<file path="src/rtl/rv32i_pkg.sv">
// Shared RV32I core types and sizes.
// Used by the register-file writeback path and its load queue.
package rv32i_pkg;

  localparam int XLEN         = 32;
  localparam int REG_AW       = 5;
  localparam int NUM_REGS     = 32;
  localparam int LQ_DEPTH_DEF = 2;

  typedef logic [REG_AW-1:0] reg_addr_t;
  typedef logic [XLEN-1:0]   xlen_t;

  typedef struct packed {
    reg_addr_t rd;
    xlen_t     data;
  } lq_entry_t;

endpackage

</file>
<file path="src/rtl/sync_fifo.sv">
// Generic synchronous FIFO, power-of-2 depth.
// A separate occupancy count tells full from empty.
module sync_fifo #(
  parameter int WIDTH = 8,
  parameter int DEPTH = 2
) (
  input  logic                       clk_i,
  input  logic                       reset_i,
  input  logic                       push_i,
  input  logic [WIDTH-1:0]           din_i,
  input  logic                       pop_i,
  output logic [WIDTH-1:0]           dout_o,
  output logic                       full_o,
  output logic                       empty_o,
  output logic [$clog2(DEPTH+1)-1:0] count_o
);

  localparam int PW = (DEPTH > 1) ? $clog2(DEPTH) : 1;
  localparam int CW = $clog2(DEPTH + 1);

  logic [WIDTH-1:0] mem_q [DEPTH];
  logic [WIDTH-1:0] mem_d [DEPTH];
  logic [PW-1:0]    wr_ptr_q, wr_ptr_d;
  logic [PW-1:0]    rd_ptr_q, rd_ptr_d;
  logic [CW-1:0]    count_q, count_d;
  logic             push_ok, pop_ok;

  assign full_o  = (count_q == CW'(DEPTH));
  assign empty_o = (count_q == '0);
  assign count_o = count_q;
  assign dout_o  = mem_q[rd_ptr_q];
  assign push_ok = push_i && !full_o;
  assign pop_ok  = pop_i && !empty_o;

  always_comb begin
    mem_d    = mem_q;
    wr_ptr_d = wr_ptr_q;
    rd_ptr_d = rd_ptr_q;
    count_d  = count_q;
    if (push_ok) begin
      mem_d[wr_ptr_q] = din_i;
      wr_ptr_d        = wr_ptr_q + PW'(1);
    end
    if (pop_ok) begin
      rd_ptr_d = rd_ptr_q + PW'(1);
    end
    if (push_ok && !pop_ok) begin
      count_d = count_q + CW'(1);
    end else if (pop_ok && !push_ok) begin
      count_d = count_q - CW'(1);
    end
  end

  always_ff @(posedge clk_i) begin
    mem_q <= mem_d;
  end

  always_ff @(posedge clk_i) begin
    if (reset_i) begin
      wr_ptr_q <= '0;
      rd_ptr_q <= '0;
      count_q  <= '0;
    end else begin
      wr_ptr_q <= wr_ptr_d;
      rd_ptr_q <= rd_ptr_d;
      count_q  <= count_d;
    end
  end

endmodule

</file>
<file path="src/rtl/rf_writeback_unit.sv">
// Register-file write port arbiter: ALU results first, then queued loads.
// Tracks in-flight loads and raises stall_o on RAW/WAW hazards.
module rf_writeback_unit
  import rv32i_pkg::*;
#(
  parameter int LQ_DEPTH = LQ_DEPTH_DEF
) (
  input  logic              clk_i,
  input  logic              reset_i,
  input  logic              alu_valid_i,
  input  logic [REG_AW-1:0] alu_rd_i,
  input  logic [XLEN-1:0]   alu_data_i,
  input  logic              ld_issue_i,
  input  logic [REG_AW-1:0] ld_issue_rd_i,
  input  logic              ld_valid_i,
  output logic              ld_ready_o,
  input  logic [REG_AW-1:0] ld_rd_i,
  input  logic [XLEN-1:0]   ld_data_i,
  input  logic [REG_AW-1:0] dec_rs1_i,
  input  logic [REG_AW-1:0] dec_rs2_i,
  input  logic [REG_AW-1:0] dec_rd_i,
  output logic              stall_o,
  output logic              we3_o,
  output logic [REG_AW-1:0] a3_o,
  output logic [XLEN-1:0]   wd3_o
);

  localparam int CW = $clog2(LQ_DEPTH + 1);

  lq_entry_t           push_entry, head;
  logic                fifo_full, fifo_empty;
  logic                push, pop;
  logic [CW-1:0]       lq_count;
  logic                we3_q, we3_d;
  logic [REG_AW-1:0]   a3_q, a3_d;
  logic [XLEN-1:0]     wd3_q, wd3_d;
  logic [NUM_REGS-1:0] pending_q, pending_d;

  assign push_entry = '{rd: ld_rd_i, data: ld_data_i};
  assign ld_ready_o = !fifo_full;
  assign push       = ld_valid_i && ld_ready_o;
  // Loads never bypass the queue; the head drains only on ALU-idle cycles.
  assign pop        = !alu_valid_i && !fifo_empty;

  sync_fifo #(
    .WIDTH($bits(lq_entry_t)),
    .DEPTH(LQ_DEPTH)
  ) u_lq (
    .clk_i   (clk_i),
    .reset_i (reset_i),
    .push_i  (push),
    .din_i   (push_entry),
    .pop_i   (pop),
    .dout_o  (head),
    .full_o  (fifo_full),
    .empty_o (fifo_empty),
    .count_o (lq_count)
  );

  always_comb begin
    we3_d = 1'b0;
    a3_d  = a3_q;
    wd3_d = wd3_q;
    unique case (1'b1)
      alu_valid_i: begin
        if (alu_rd_i != '0) begin
          we3_d = 1'b1;
          a3_d  = alu_rd_i;
          wd3_d = alu_data_i;
        end
      end
      pop: begin
        if (head.rd != '0) begin
          we3_d = 1'b1;
          a3_d  = head.rd;
          wd3_d = head.data;
        end
      end
      default: ;
    endcase
  end

  // A new issue to the same rd outranks the retiring pop.
  always_comb begin
    pending_d = pending_q;
    if (pop) begin
      pending_d[head.rd] = 1'b0;
    end
    if (ld_issue_i) begin
      pending_d[ld_issue_rd_i] = 1'b1;
    end
    pending_d[0] = 1'b0;
  end

  assign stall_o = pending_q[dec_rs1_i] | pending_q[dec_rs2_i] |
                   pending_q[dec_rd_i];

  always_ff @(posedge clk_i) begin
    if (reset_i) begin
      we3_q     <= 1'b0;
      a3_q      <= '0;
      wd3_q     <= '0;
      pending_q <= '0;
    end else begin
      we3_q     <= we3_d;
      a3_q      <= a3_d;
      wd3_q     <= wd3_d;
      pending_q <= pending_d;
    end
  end

  assign we3_o = we3_q;
  assign a3_o  = a3_q;
  assign wd3_o = wd3_q;

  a_alu_waw: assert property (@(posedge clk_i) disable iff (reset_i)
    !(alu_valid_i && pending_q[alu_rd_i]));

  a_lq_count: assert property (@(posedge clk_i)
    lq_count <= CW'(LQ_DEPTH));

endmodule
</file>
<file path="config.mk">
export PLATFORM = sky130hd
export DESIGN_NAME = rf_writeback_unit
export DESIGN_NICKNAME = d
export VERILOG_FILES = /design/src/rtl/rv32i_pkg.sv /design/src/rtl/sync_fifo.sv /design/src/rtl/rf_writeback_unit.sv
export SDC_FILE = /design/constraint.sdc
export NUM_CORES = 1
export LEC_CHECK = 0
export ABC_CLOCK_PERIOD_IN_PS = 4080
export BUFFER_PORTS_ARGS = -buffer_cell sky130_fd_sc_hd__buf_2
export CAP_MARGIN = 25
export CORE_MARGIN = 2
export CORE_UTILIZATION = 25
export CTS_CLUSTER_DIAMETER = 120
export DETAILED_ROUTE_END_ITERATION = 10
export GPL_ROUTABILITY_DRIVEN = 0
export MAX_ROUTING_LAYER = met4
export SYNTH_ARGS = -nofsm -noshare
export SYNTH_HDL_FRONTEND = slang
export SYNTH_SLANG_ARGS = --single-unit
</file>
<file path="constraint.sdc">
create_clock -name clk_i -period 4.08 [get_ports clk_i]
set_input_delay 0.204 -clock clk_i [delete_from_list [all_inputs] [get_ports clk_i]]
set_output_delay 0.204 -clock clk_i [all_outputs]
set_load 0.01 [all_outputs]
</file>
======== Word level (Yosys, flattened, before mapping) ========
Index checks and enable logic that the tools add are counted.
cells by class
  add/subtract/negate cells ............... 4
  $lt $le $gt $ge ......................... 10
  equal/unequal tests ..................... 3
  multiplexer cells ....................... 29
  bitwise gates (word level) .............. 7
  reductions and logical operators ........ 20
operator list
  operator                                                                             number
  37-bit 2-to-1 mux                                                                    4
  32-bit 2-to-1 mux                                                                    4
  74-bit bitwise mux                                                                   1
  32-bit case mux with 2 select lines                                                  1
  37-bit demux with 1-bit select                                                       1
  32-bit bitwise AND                                                                   1
  32-bit NOT                                                                           1
  32-bit bitwise OR                                                                    1
  5-bit by 6-bit less-than comparator with 1-bit output, second input constant         5
  1-bit binary-select mux with 5-bit select                                            3
  1-bit demux with 5-bit select                                                        2
  5-bit by 1-bit greater-or-equal comparator with 1-bit output, second input constant  2
  5-bit 2-to-1 mux                                                                     2
  5-bit case mux with 2 select lines                                                   1
  5-bit nonzero test                                                                   2
  1-bit logical AND                                                                    9
  1-bit 2-to-1 mux                                                                     7
  1-bit zero test                                                                      5
  2-bit greater-or-equal comparator, second input constant                             2
  2-bit 2-to-1 mux                                                                     2
  1-bit NOT with 2-bit output                                                          2
  2-bit nonzero test                                                                   2
  3-bit AND reduction                                                                  1
  1-bit adder, second input constant                                                   2
  other kinds (9)                                                                      10
word-level totals
  register bits after elaboration ......... 148
  bits of input ports ..................... 99
  output and inout bits ................... 40
  logic and storage cells ................. 83

======== Longest topological paths before layout ========
Gate-level depths: netlist (run 1).
  depth in word-level cells ............... 13
  depth in mapped cells ................... 9
  mapped depth without buffers ............ 7

======== Cells and area by module ========
A second synthesis (run 1) with hierarchy kept.
second synthesis, totals
  cells, all modules ...................... 588
  area, all modules ....................... 6715.2 µm²
by module, submodules not included
  module             times used  cells each  area each (µm²)
  rf_writeback_unit  1           450         3854.9
  sync_fifo          1           138         2860.2

======== Least setup slack after synthesis (run 1) ========
OpenSTA, ideal clock, no wires.
  path kind ............................... flip-flop to flip-flop
  start point ............................. register u_lq.count_q[0] (netlist: u_lq.count_o[0])
  end point ............................... register u_lq.mem_q[37] in the netlist's numbering (enable)
  setup time .............................. 0.431 ns
  arrival ................................. 2.271 ns
  data required time ...................... 3.649 ns
  slack ................................... 1.378 ns
  stages on the path, launching flop included .. 4
  buffers on the path ..................... 0
  period minus slack after synthesis ...... 2.702 ns
  cell sequence ........................... dfxtp_1 > nand2b_1 > nand2_1 > nor2_1
between the ends
  longest elaborated chain between the ends .. 4
ends and longest elaborated chain
  what                      line                     source
  start: declaration        sync_fifo.sv:25          logic [CW-1:0] count_q, count_d;
  start signal: assignment  sync_fifo.sv:66          count_q <= count_d;
  2-bit == test *           sync_fifo.sv:28          assign full_o = (count_q == CW'(DEPTH));
  1-bit zero test *         rf_writeback_unit.sv:40  assign ld_ready_o = !fifo_full;
  net ld_ready_o            rf_writeback_unit.sv:16  output logic ld_ready_o,
  1-bit logical AND         rf_writeback_unit.sv:41  assign push = ld_valid_i && ld_ready_o;
  1-bit logical AND *       sync_fifo.sv:32          assign push_ok = push_i && !full_o;
  end signal: assignment    sync_fifo.sv:55          mem_q <= mem_d;
  end: declaration          sync_fifo.sv:21          logic [WIDTH-1:0] mem_q [DEPTH];
The timed path passes the listed nets; every way through them passes the cells marked *.
A chain may end at the register's enable or synchronous reset.

======== Worst setup path in the final report (run 1) ========
  start point ............................. register u_lq.rd_ptr_q
  end point ............................... register a3_q[1] (netlist: a3_o[1])
between the ends
  longest elaborated chain between the ends .. 7
  elaborated cells between the ends (all ways) .. 9
  those cells by class .................... eq/ne (1); mux (5); bitwise (1); reduce/logical (2)
ends and longest elaborated chain
  what                                                    line                      source
  start: declaration                                      sync_fifo.sv:24           logic [PW-1:0] rd_ptr_q, rd_ptr_d;
  start signal: assignment                                sync_fifo.sv:65           rd_ptr_q <= rd_ptr_d;
  1-bit NOT with 2-bit output (not written as such) *     sync_fifo.sv:31           assign dout_o = mem_q[rd_ptr_q];
  37-bit 2-to-1 mux (not written as such) * (3 in a row)  sync_fifo.sv:31
  5-bit nonzero test                                      rf_writeback_unit.sv:73   if (head.rd != '0) begin
  2-bit != test (no source line)                          -
  3-bit AND reduction (no source line)                    -
  end signal: assignment                                  rf_writeback_unit.sv:101  a3_q <= '0;
  end signal: assignment                                  rf_writeback_unit.sv:106  a3_q <= a3_d;
  end: declaration                                        rf_writeback_unit.sv:35   logic [REG_AW-1:0] a3_q, a3_d;
Every way passes the cells marked *; elsewhere a longest branch is shown, timed or not. The select of a mux whose other input is x is not followed.

==> results of run 1 <==
[area by class of cell]
class | instances | share of cell area [%]
Antenna cell | 1 | 0.0286
Clock inverter | 15 | 1.69
Tap cell | 341 | 4.87
Inverter | 5 | 0.214
Multi-Input combinational cell | 435 | 32.8
Timing Repair Buffer | 185 | 13.5
Sequential cell | 147 | 42.1
Clock buffer | 17 | 4.86
[power by group through the flow]
| stage | Sequential [mW] | Combinational [mW] | Clock (mW) |
|---|---|---|---|
| CTS | 1.90 | 1.17 | 1.55 |
| floorplan | 1.93 | 0.717 | 0 |
| detailed placement | 1.93 | 1.13 | 0 |
| finish | 1.90 | 1.16 | 1.52 |
| global placement | 1.93 | 1.09 | 0 |
| global route | 1.92 | 1.28 | 1.62 |
[through the flow]
stage	setup slack, ns	utilization (%)	area, um^2	hold WS (ns)	total power [mW]
global route	1.20	32.8	8760	0.161	4.82
detailed placement	1.47	29.2	7790	0.395	3.06
finish	1.42	32.8	8760	0.147	4.58
floorplan	1.38	-	6750	0.303	2.65
global placement	1.25	29.0	7740	0.391	3.01
CTS	1.46	32.7	8740	0.132	4.62
[worst paths after layout]
check	to	slack, ns	cells past startpoint
setup reg to reg	a3_o[1]$_SDFFE_PP0P_	1.42	6
hold / removal	wd3_o[10]$_SDFFE_PP0P_	0.15	5
setup / recovery	a3_o[1]$_SDFFE_PP0P_	1.42	6
hold reg to reg	wd3_o[18]$_SDFFE_PP0P_	0.46	2
[critical path, delay by kind of cell, from the launching register on]
family	cells	cell delay [ns]
compound gates	3	0.72
buf+inv	1	0.24
flops	1	0.68
mux	1	0.57
simple gates	1	0.30
[cells by family after synthesis]
group	after synthesis	synth area share, %
xor gates and xnor gates	4	0.519
AOI/OAI and AO/OA	187	15.0
adders and majority gates	1	0.185
muxes	71	14.4
and+or+nand+nor	172	12.0
DFF	147	54.6
buffers and inverters	49	3.37
[sequential cells by signal (all words and copies together) (netlist names)]
signal         flops
u_lq.mem_q        74
wd3_o             32
pending_q         31
a3_o               5
u_lq.count_o       2
u_lq.rd_ptr_q      1
u_lq.wr_ptr_q      1
we3_o              1
[cell usage in the layout, fill, tap and decap left out, types with 2 or more instances in the layout]
master         Yosys  final
xor2_1             4      4
nand2_1           82     82
nand3_1           40     40
clkinv_2           0      2
dlygate4sd3_1      0     37
or3_1              2      2
nor3b_1            7      7
clkinv_4           0      3
nor2b_1            3      3
edfxtp_1          74     74
o21ai_1            8      6
buf_12             0      2
inv_6              0      5
and3b_1            3      3
inv_1              4      4
clkbuf_16          0     17
o221ai_1           4      4
dfxtp_1           73     72
inv_8              0      2
nand3b_1           2      2
mux2_2             2      2
buf_2              8    138
a21oi_1           70     70
and3_1             5      4
mux4_1             3      3
or4_1              2      2
mux2i_1           48     48
o21ai_4            0      2
mux4_2            16     16
nand2b_1           4      4
nor3_1             3      3
o21a_1             3      3
clkinvlp_4         0      2
o21ai_0           91     91
buf_4              3      7
nor2_1            15     14
[routing by layer]
layer / track usage (%) / vias to the layer above
li1: - / 2662
met1: 17.0 / 2611
met2: 22.9 / 188
met3: 3.60 / 23
met4: 4.61 / 0
met5: - / -
==> run metrics, run 1 <==
status=finished clean; Inst Count DP=1075; Initial Utilization=25.3%; most area-consuming cells after synthesis=edfxtp_1, dfxtp_1, mux2i_1, o21ai_0, mux4_2; DR WL met2=9220 um; wire per inst=16.9 um; crit share post-route=65.1%; post-synthesis sequential area ratio=54.6%; Cell Chain, Critical Path=mux2i_1 > nand3_1 > o21ai_4 > buf_16 > a211o_1 > a21oi_1; core area=26700 um^2; CP endpoint kind=flip-flop; Slew @ Worst Pin=0.963 ns; Cell variety after synth=49; Post-CTS Setup Inserts=0; vias per inst=4.79; CP peak stage delay=0.68 ns; sequential power share=41.4%; Crit Path Category=flip-flop to flip-flop; number of synthesized flops with an enable pin=74; Metal-1 WL=8540 um; min-delay src=alu_data_i[10]; pwr/cell area=523 nW/um^2; vias=5484; post-detail-place hpwl=13000 um; commonest register cell after synthesis=edfxtp_1; CP Launch Point=u_lq.rd_ptr_q$_SDFFE_PP0P_; area grow syn2layout=29.7%; Reg area=3680 um^2; worst-case clock buffer depth=2; Worst EP required=4.36 ns; gate count of the mapped netlist=631; Fin. Hold Viols=0; sw frac=32.8%; Worst-path clk slew=0.07 ns; Final Critical Period=2.66 ns; # Max-Cap Violations=0; Die Y=168 um; synth warn=0; worst vdd ir=0.000334 V; Slowest-stage cell, CP=dfxtp_2; post-synth top area cell=edfxtp_1; Hold WC Path Type=input port to flip-flop; Critical Path AT=2.94 ns; Fin Setup TNS=0 ns; Comb power frac=25.3%; clock latency on the worst-skew pair=0.43 ns; Clock power frac=33.3%; CTS tree=built; Yosys reg bits=147; number of remaining DRC errors=0; grt total ovfl=0; setup violators final=0; CTS Buf Count=17; Mean Syn Cell Area=10.7 um^2; Nets=891; synthesized area=6750 um^2; Pint=3.08 mW; Worst Skew=0.0104 ns; cts hold-fix bufs=37; fin. max-slew vios=0; worst r2r src=u_lq.rd_ptr_q$_SDFFE_PP0P_; f_max=376 MHz; IO Count=139; Site Rows=60; die width=168 um; Synth Net Count=731; leak pwr=3.28 nW; Worst slew margin=35.6%; Net Sw Power=1.50 mW; fin cells=1146; FILL cells=2743; Post-CTS Resized=0; met3 WL post-DR=1270 um; first-pass GRT wire length=29800 um; die area=28300 um^2; DR top layer=met4; First-pass DRT Iterations=4; crit start category=flip-flop; clk root buf=clkbuf_16; CP Max Fanout=27; largest net degree at the start of global routing=74; initial antenna violation count=1; Routed WL=19300 um; vias in the first global route=5426; RSZ-0062 raised after global routing=no; Antenna Violating Nets Remaining=0; Sink Count=147; ys async rst share=0%; CTS H-tree depth=4; count leader, synth=o21ai_0; most common library cells after synthesis=o21ai_0, nand2_1, edfxtp_1, dfxtp_1, a21oi_1; multi-input logic area=2870 um^2; layout cells sized above 1=25.9%; GRT Overall Usage=14.0%; 1st-iter DRT viols=501; PortBufs=138; Synth top area share=32.9%
No activity file was read; power rests on OpenSTA's default activity.
==> inputs of run 2 (changes only) <==
--- a/config.mk
+++ b/config.mk
@@ -5,7 +5,8 @@
 export SDC_FILE = /design/constraint.sdc
 export NUM_CORES = 1
 export LEC_CHECK = 0
-export ABC_CLOCK_PERIOD_IN_PS = 4080
+export ABC_AREA = 1
+export ABC_CLOCK_PERIOD_IN_PS = 2200
 export BUFFER_PORTS_ARGS = -buffer_cell sky130_fd_sc_hd__buf_2
 export CAP_MARGIN = 25
 export CORE_MARGIN = 2
==> constraint.sdc (replaced) <==
create_clock -name clk_i -period 2.2 [get_ports clk_i]
set_input_delay 0.11 -clock clk_i [delete_from_list [all_inputs] [get_ports clk_i]]
set_output_delay 0.11 -clock clk_i [all_outputs]
set_load 0.01 [all_outputs]
==> run 2 against run 1 <==
  * Flip-flop and latch count unchanged
  * Via count increased by 23%
  * Setup slack got worse by 1.1 ns
  * Final area increased by 5.8%
  * Largest power group unchanged
==> run metrics, run 2 <==
Sink Count=147 (unchanged); vias in the first global route=6410 (+18%); CTS Buf Count=17 (unchanged); CTS H-tree depth=4 (unchanged); commonest register cell after synthesis=edfxtp_1; Post-CTS Setup Inserts=0 (unchanged); WHS Path Cells=5 (unchanged); RSZ-0062 raised after global routing=no; ys async rst share=0% (unchanged); worst r2r src=u_lq.rd_ptr_q$_SDFFE_PP0P_; core area=27900 um^2 (+4.2%); crit start category=flip-flop; Post-CTS Resized=0 (unchanged); sw frac=34.1% (+1.3 points); synthesized area=7110 um^2 (+5.3%); wire per inst=14.0 um (-17%); pre-CTS setup slack=0.318 ns (-1.15 ns); min-delay src=alu_data_i[13]; Mean Syn Cell Area=7.49 um^2 (-30%); clk root buf=clkbuf_16; die width=173 um (+2.5%); Crit Path Category=flip-flop to flip-flop; cts hold-fix bufs=40 (+8.1%); layout cells sized above 1=17.7% (-8.1 points); vias=6733 (+23%); Fin. Hold Viols=0 (unchanged); setup violators final=0 (unchanged); f_max=525 MHz (+39%); Nets=1220 (+37%); First-pass DRT Iterations=5 (+1); PortBufs=138 (unchanged); 1st-iter DRT viols=561 (+12%); CP endpoint kind=flip-flop; Antenna Violating Nets Remaining=0 (unchanged); crit-path most repeated cell=nand2_1; Final Critical Period=1.91 ns (-0.751 ns); CTS tree=built; Slowest-stage cell, CP=dfxtp_2; grt total ovfl=0 (unchanged); count leader, synth=nand2_1; family with the most delay on the worst path=simple AND/OR/NAND/NOR gates; Design Power=8.73 mW (+90%); post-synth top area cell=edfxtp_1; Worst Hold Path EP=wd3_o[13]$_SDFFE_PP0P_; Net Sw Power=2.98 mW (+98%); CP peak stage delay=0.40 ns (-0.28 ns); Initial Utilization=25.5% (+0.25 points); Clock power frac=32.6% (-0.7 points); Die Y=173 um (+2.5%); Synth top area share=31.3% (-1.6 points); area grow syn2layout=30.4%; gate count of the mapped netlist=949 (+50%); Site Rows=61 (+1.7%); post-synthesis sequential area ratio=51.8% (-2.7 points); worst vdd ir=0.000590 V (+77%); Worst-path clk slew=0.06 ns (about the same); reg2reg end=wd3_o[23]$_SDFFE_PP0P_; IO Count=139 (unchanged); placed inst area=8270 um^2 (+6.2%); sequential power share=39.7% (-1.7 points); fin. max-slew vios=0 (unchanged); leak pwr=4.11 nW (+25%); first-pass GRT wire length=33900 um (+14%); most common library cells after synthesis=nand2_1, nor2_1, nand3_1, edfxtp_1, dfxtp_1; commonest non-fill, non-tap cell in the layout=nand2_1; fin cells=1515 (+32%); max FFs per register=74 (unchanged); die area=29800 um^2 (+5.1%); vias per inst=4.44 (-7.1%); Yosys reg bits=147 (unchanged); Worst EP required=2.52 ns (-1.84 ns); synth warn=0 (unchanged); number of remaining DRC errors=0 (unchanged); Routed WL=21200 um (+9.8%); Finished Cell Area=9270 um^2 (+5.8%); # Max-Cap Violations=0 (unchanged); Comb power frac=27.7% (+2.4 points); initial antenna violation count=3 (+2); register name with the most flops=u_lq.mem_q; largest net degree at the start of global routing=38 (-49%); fin util=33.3% (+0.49 points); crit share post-route=86.6% (+21 points); worst-case clock buffer depth=2 (unchanged); Synth Net Count=1049 (+44%); Cell Chain, Critical Path=buf_4 > nand2_1 > o21ai_2 > nand4_1 > nand2_1 > buf_4 > nand3b_1 > nand2_1 > nor2_1; most area-consuming cells after synthesis=edfxtp_1, nand2_1, dfxtp_1, nand3_1, nor2_1; Critical Path AT=2.22 ns (-0.72 ns); Fin Setup TNS=0 ns (unchanged); R2R setup slack=0.29 ns (-1.13 ns); Worst R2R Path Depth=9 (+3); Cell variety after synth=24 (-51%); Worst Skew=0.0103 ns (-0.000145 ns); Worst slew margin=52.5% (+17 points); CP Max Fanout=23 (-15%); Worst Slack Setup Final=0.294 ns (-1.13 ns); Hold WC Path Type=input port to flip-flop; Min Hold Slack=0.0125 ns (-0.135 ns); Inst Count DP=1439 (+34%); clock latency on the worst-skew pair=0.42 ns (about the same); commonest non-fill, non-tap cells in the layout=nand2_1, buf_2, nor2_1, nand3_1, edfxtp_1; Buf/Inv on CP=2 (+1); Pint=5.76 mW (+87%); number of synthesized flops with an enable pin=74 (unchanged); GRT Overall Usage=14.7% (+0.64 points); status=finished clean; pwr/cell area=942 nW/um^2 (+80%); Slew @ Worst Pin=0.710 ns (-0.253 ns); post-detail-place hpwl=15200 um (+17%)
## run 2: cell type report
cell class / instances / area [um^2]
repair buffers: 198 / 1240
diodes: 4 / 10.0
fillers: 2969 / 18600
flip-flops and latches: 147 / 3680
clock buffers: 18 / 439
clock inverters: 14 / 141
inverters: 52 / 195
well taps: 378 / 473
multi-input cells: 704 / 3080
## run 2: cell families (layout without fill, tap and decap cells)
kind of cell | after synthesis | count (layout) | synth area share (%)
compound gates | 85 | 85 | 6.22
fa+ha+maj | 1 | 1 | 0.176
buf+inv | 98 | 282 | 5.51
flops | 147 | 147 | 51.8
other cells | 0 | 4 | 0
simple gates | 618 | 618 | 36.3
## run 2: worst max-delay path by stage
stage,startpoint,end,slack [ns],depth (start not counted)
floorplan,u_lq.count_o[0]$_SDFFE_PP0P_,u_lq.mem_q[0]$_DFFE_PP_,0.19,4
global placement,u_lq.rd_ptr_q$_SDFFE_PP0P_,wd3_o[23]$_SDFFE_PP0P_,0.42,9
detailed placement,u_lq.rd_ptr_q$_SDFFE_PP0P_,wd3_o[19]$_SDFFE_PP0P_,0.32,9
CTS,u_lq.rd_ptr_q$_SDFFE_PP0P_,wd3_o[19]$_SDFFE_PP0P_,0.30,9
global route,u_lq.rd_ptr_q$_SDFFE_PP0P_,wd3_o[24]$_SDFFE_PP0P_,0.1,9
finish,u_lq.rd_ptr_q$_SDFFE_PP0P_,wd3_o[23]$_SDFFE_PP0P_,0.29,9
## run 2: layer usage
layer / global-route usage [%] / part of all wire, % / vias to the layer above
li1: - / - / 3429
met1: 18.7 / 45 / 3047
met2: 23.1 / 46 / 242
met3: 3.69 / 7.4 / 15
met4: 4.24 / 0.99 / 0
met5: - / 0 / -
## run 2: worst reg2reg max path, delay by kind of cell, from the launching register on
family | cells | cell delay (ns)
simple gates | 6 | 0.72
buf+inv | 2 | 0.57
flops | 1 | 0.40
compound gates | 1 | 0.11
## run 2: power by group through the flow
stage | logic, mW | clock network [mW] | registers (mW)
after detailed placement | 2.37 | 0 | 3.53
after floorplan | 1.47 | 0 | 3.55
after CTS | 2.44 | 2.91 | 3.47
final | 2.42 | 2.84 | 3.47
after global routing | 2.73 | 3.04 | 3.51
after global placement | 2.35 | 0 | 3.53
==> inputs of run 3 (changes only) <==
--- a/config.mk
+++ b/config.mk
@@ -17,4 +17,5 @@
 export MAX_ROUTING_LAYER = met4
 export SYNTH_ARGS = -nofsm -noshare
 export SYNTH_HDL_FRONTEND = slang
+export SYNTH_HIERARCHICAL = 1
 export SYNTH_SLANG_ARGS = --single-unit
==> run 3 against run 2 <==
  * Via count decreased by 0.64%
  * Global-route usage increased by 0.11 points
  * Synthesized cell count decreased by 9.8%
  * Critical endpoint is now wd3_o[1]$_SDFFE_PP0P_
  * Highest routed layer unchanged
==> run metrics, run 3 <==
Die Y=170 um (-1.4%); PortBufs=138 (unchanged); Routed WL=20700 um (-2.1%); layout cells sized above 1=18.9% (+1.2 points); Critical Path AT=2.21 ns (about the same); CTS H-tree depth=4 (unchanged); most common library cells after synthesis=nand2_1, nand3_1, edfxtp_1, o21ai_0, dfxtp_1; Antenna Violating Nets Remaining=0 (unchanged); M1 GR Usage=18.3% (-0.42 points); cts hold-fix bufs=65 (+63%); placed inst area=8000 um^2 (-3.3%); fin. max-slew vios=0 (unchanged); largest net degree at the start of global routing=41 (+7.9%); worst-case clock buffer depth=2 (unchanged); IO Count=139 (unchanged); number of synthesized flops with an enable pin=74 (unchanged); pwr/cell area=956 nW/um^2 (+1.4%); number of remaining DRC errors=0 (unchanged); Buf/Inv on CP=3 (+1); Worst EP required=2.50 ns (-0.02 ns); worst vdd ir=0.000583 V (-1.2%); Synth Net Count=956 (-8.9%); met3 Track Usage GR=3.07% (-0.62 points); Worst slew margin=44.4% (-8.1 points); First-pass DRT Iterations=5 (unchanged); Worst R2R Path Depth=10 (+1); synthesized area=6910 um^2 (-2.8%); Fin. Hold Viols=0 (unchanged); Design Power=8.84 mW (+1.2%); crit start category=flip-flop; Slew @ Worst Pin=0.834 ns (+0.124 ns); die area=29000 um^2 (-2.7%); Yosys reg bits=147 (unchanged); Mean Syn Cell Area=8.07 um^2 (+7.8%); Post-CTS Setup Inserts=0 (unchanged); 1st-iter DRT viols=609 (+8.6%); Fin Setup TNS=0 ns (unchanged); count leader, synth=nand2_1; Min Hold Slack=0.0533 ns (+0.0408 ns); commonest non-fill, non-tap cell in the layout=nand2_1; core area=27000 um^2 (-3.0%); Cell variety after synth=24 (unchanged); # Max-Cap Violations=0 (unchanged); Nets=1153 (-5.5%); grt total ovfl=0 (unchanged); CTS tree=built; post-synth top area cell=edfxtp_1; leak pwr=3.86 nW (-6.0%); Sink Count=147 (unchanged); family with the most delay on the worst path=buffers and inverters; RSZ-0062 raised after global routing=no; synth warn=6 (+6); Slowest-stage cell, CP=dfxtp_1; f_max=524 MHz (-0.22%); Finished Cell Area=9250 um^2 (-0.19%); gr busiest metal=met2; commonest register cell after synthesis=edfxtp_1; R2R setup slack=0.29 ns (about the same); CTS Buf Count=17 (unchanged); Worst path depth=10 (+1); max FFs per register=74 (unchanged); commonest non-fill, non-tap cells in the layout=nand2_1, buf_2, nand3_1, o21ai_0, edfxtp_1; Initial Utilization=25.6% (+0.059 points); GR Layer Usage met2=23.7% (+0.61 points); Worst Skew=0.00852 ns (-0.00176 ns); clock latency on the worst-skew pair=0.43 ns (about the same); CP Launch Point=u_lq/rd_ptr_q$_SDFFE_PP0P_; vias in the first global route=6260 (-2.3%); ys async rst share=0% (unchanged); fin util=34.2% (+0.96 points); wire per inst=14.7 um (+5.1%); first-pass GRT wire length=32300 um (-4.7%); gate count of the mapped netlist=856 (-9.8%); most area-consuming cells after synthesis=edfxtp_1, dfxtp_1, nand2_1, nand3_1, o21ai_0; setup violators final=0 (unchanged); Crit Path Category=flip-flop to flip-flop; CP Max Fanout=30 (+30%); register name with the most flops=u_lq/mem_q; GRT Overall Usage=14.8% (+0.11 points); CP endpoint kind=flip-flop; Synth top area share=32.2% (+0.89 points); initial antenna violation count=3 (unchanged); Worst-path clk slew=0.06 ns (about the same); Cell Chain, Critical Path=inv_1 > nand2_1 > nand2_1 > inv_1 > nand3_2 > o21ai_2 > nand2_2 > buf_4 > o21bai_1 > a31oi_1; CP peak stage delay=0.44 ns (+0.04 ns); area grow syn2layout=33.8%; clk root buf=clkbuf_16; reg2reg end=wd3_o[1]$_SDFFE_PP0P_; Hold WC Path Type=input port to flip-flop; vias per inst=4.74 (+6.8%); post-detail-place hpwl=14300 um (-5.9%); die width=170 um (-1.4%); Final Critical Period=1.91 ns (+0.00420 ns); Post-CTS Resized=0 (unchanged); vias=6690 (-0.64%); crit share post-route=86.8% (+0.19 points); status=finished clean; Site Rows=60 (-1.6%); post-synthesis sequential area ratio=53.3% (+1.5 points); FILL cells=2813 (-5.3%); worst r2r src=u_lq/rd_ptr_q$_SDFFE_PP0P_; worst setup path endpoint=wd3_o[1]$_SDFFE_PP0P_
[run 3: cell count changes in the layout (fill, tap and decap cells not counted), sizes merged, moves of 3 or more]
| cell | change |
|---|---|
| o21bai | +31 |
| a31oi | +31 |
| o21ai | +31 |
| clkinv | +3 |
| nand3b | -38 |
| nand3 | +8 |
| nor2 | -79 |
| inv | -5 |
| nor3 | +3 |
| nand2 | -82 |
| dlygate4sd3 | +25 |
[run 3: kinds of logic after synthesis]
logic type / synth area share [%]
AO/OA/AOI/OAI: 14.7
adder cells (fa/ha/maj): 0.181
buffers and inverters: 6.32
flip-flops: 53.3
AND/OR/NAND/NOR: 25.5
[run 3: worst min path at each step]
stage                               endpoint      startpoint  slack, ns  cells after the start
floorplan            u_lq/mem_q[0]$_DFFE_PP_    ld_data_i[0]       0.21                      0
global placement    u_lq/mem_q[30]$_DFFE_PP_   ld_data_i[30]       0.30                      1
detailed placement  u_lq/mem_q[30]$_DFFE_PP_   ld_data_i[30]       0.30                      1
CTS                   wd3_o[16]$_SDFFE_PP0P_  alu_data_i[16]       0.03                      3
global route          wd3_o[18]$_SDFFE_PP0P_  alu_data_i[18]       0.04                      3
finish                wd3_o[16]$_SDFFE_PP0P_  alu_data_i[16]       0.05                      3
[run 3: area by class of cell]
cell class | instances | area, um^2 | share of cell area [%]
diodes | 3 | 7.51 | 0.0812
inverters | 53 | 200 | 2.16
well taps | 341 | 427 | 4.61
clock buffers | 18 | 439 | 4.75
repair buffers | 224 | 1520 | 16.5
clock inverters | 14 | 151 | 1.64
flip-flops and latches | 147 | 3680 | 39.8
multi-input cells | 610 | 2820 | 30.4
[run 3: power breakdown]
group | switching (mW) | internal, mW | leakage (nW)
combinational | 1.62 | 0.798 | 2.30
clock | 1.14 | 1.71 | 0.279
sequential | 0.187 | 3.39 | 1.29
total | 2.94 | 5.90 | 3.86
[run 3: per-stage QoR]
stage               cells  setup WS (ns)
floorplan             856         -0.495
global placement     1310          0.387
detailed placement   1310          0.312
CTS                  1407          0.310
global route         1410          0.102
finish               1410          0.290
[run 3: metal layers]
layer / wire length, um / share of wire (%) / up-vias
met4: 510 / 2.5 / 0
met5: 0 / 0 / -
li1: - / - / 3291
met1: 9120 / 44 / 3113
met2: 9660 / 47 / 246
met3: 1460 / 7.0 / 40
[run 3: worst min-delay path: cells and delay by family]
| family | cells | cell delay (ns) |
|---|---|---|
| AOI/OAI and AO/OA | 2 | 0.23 |
| buffers and inverters | 1 | 0.10 |
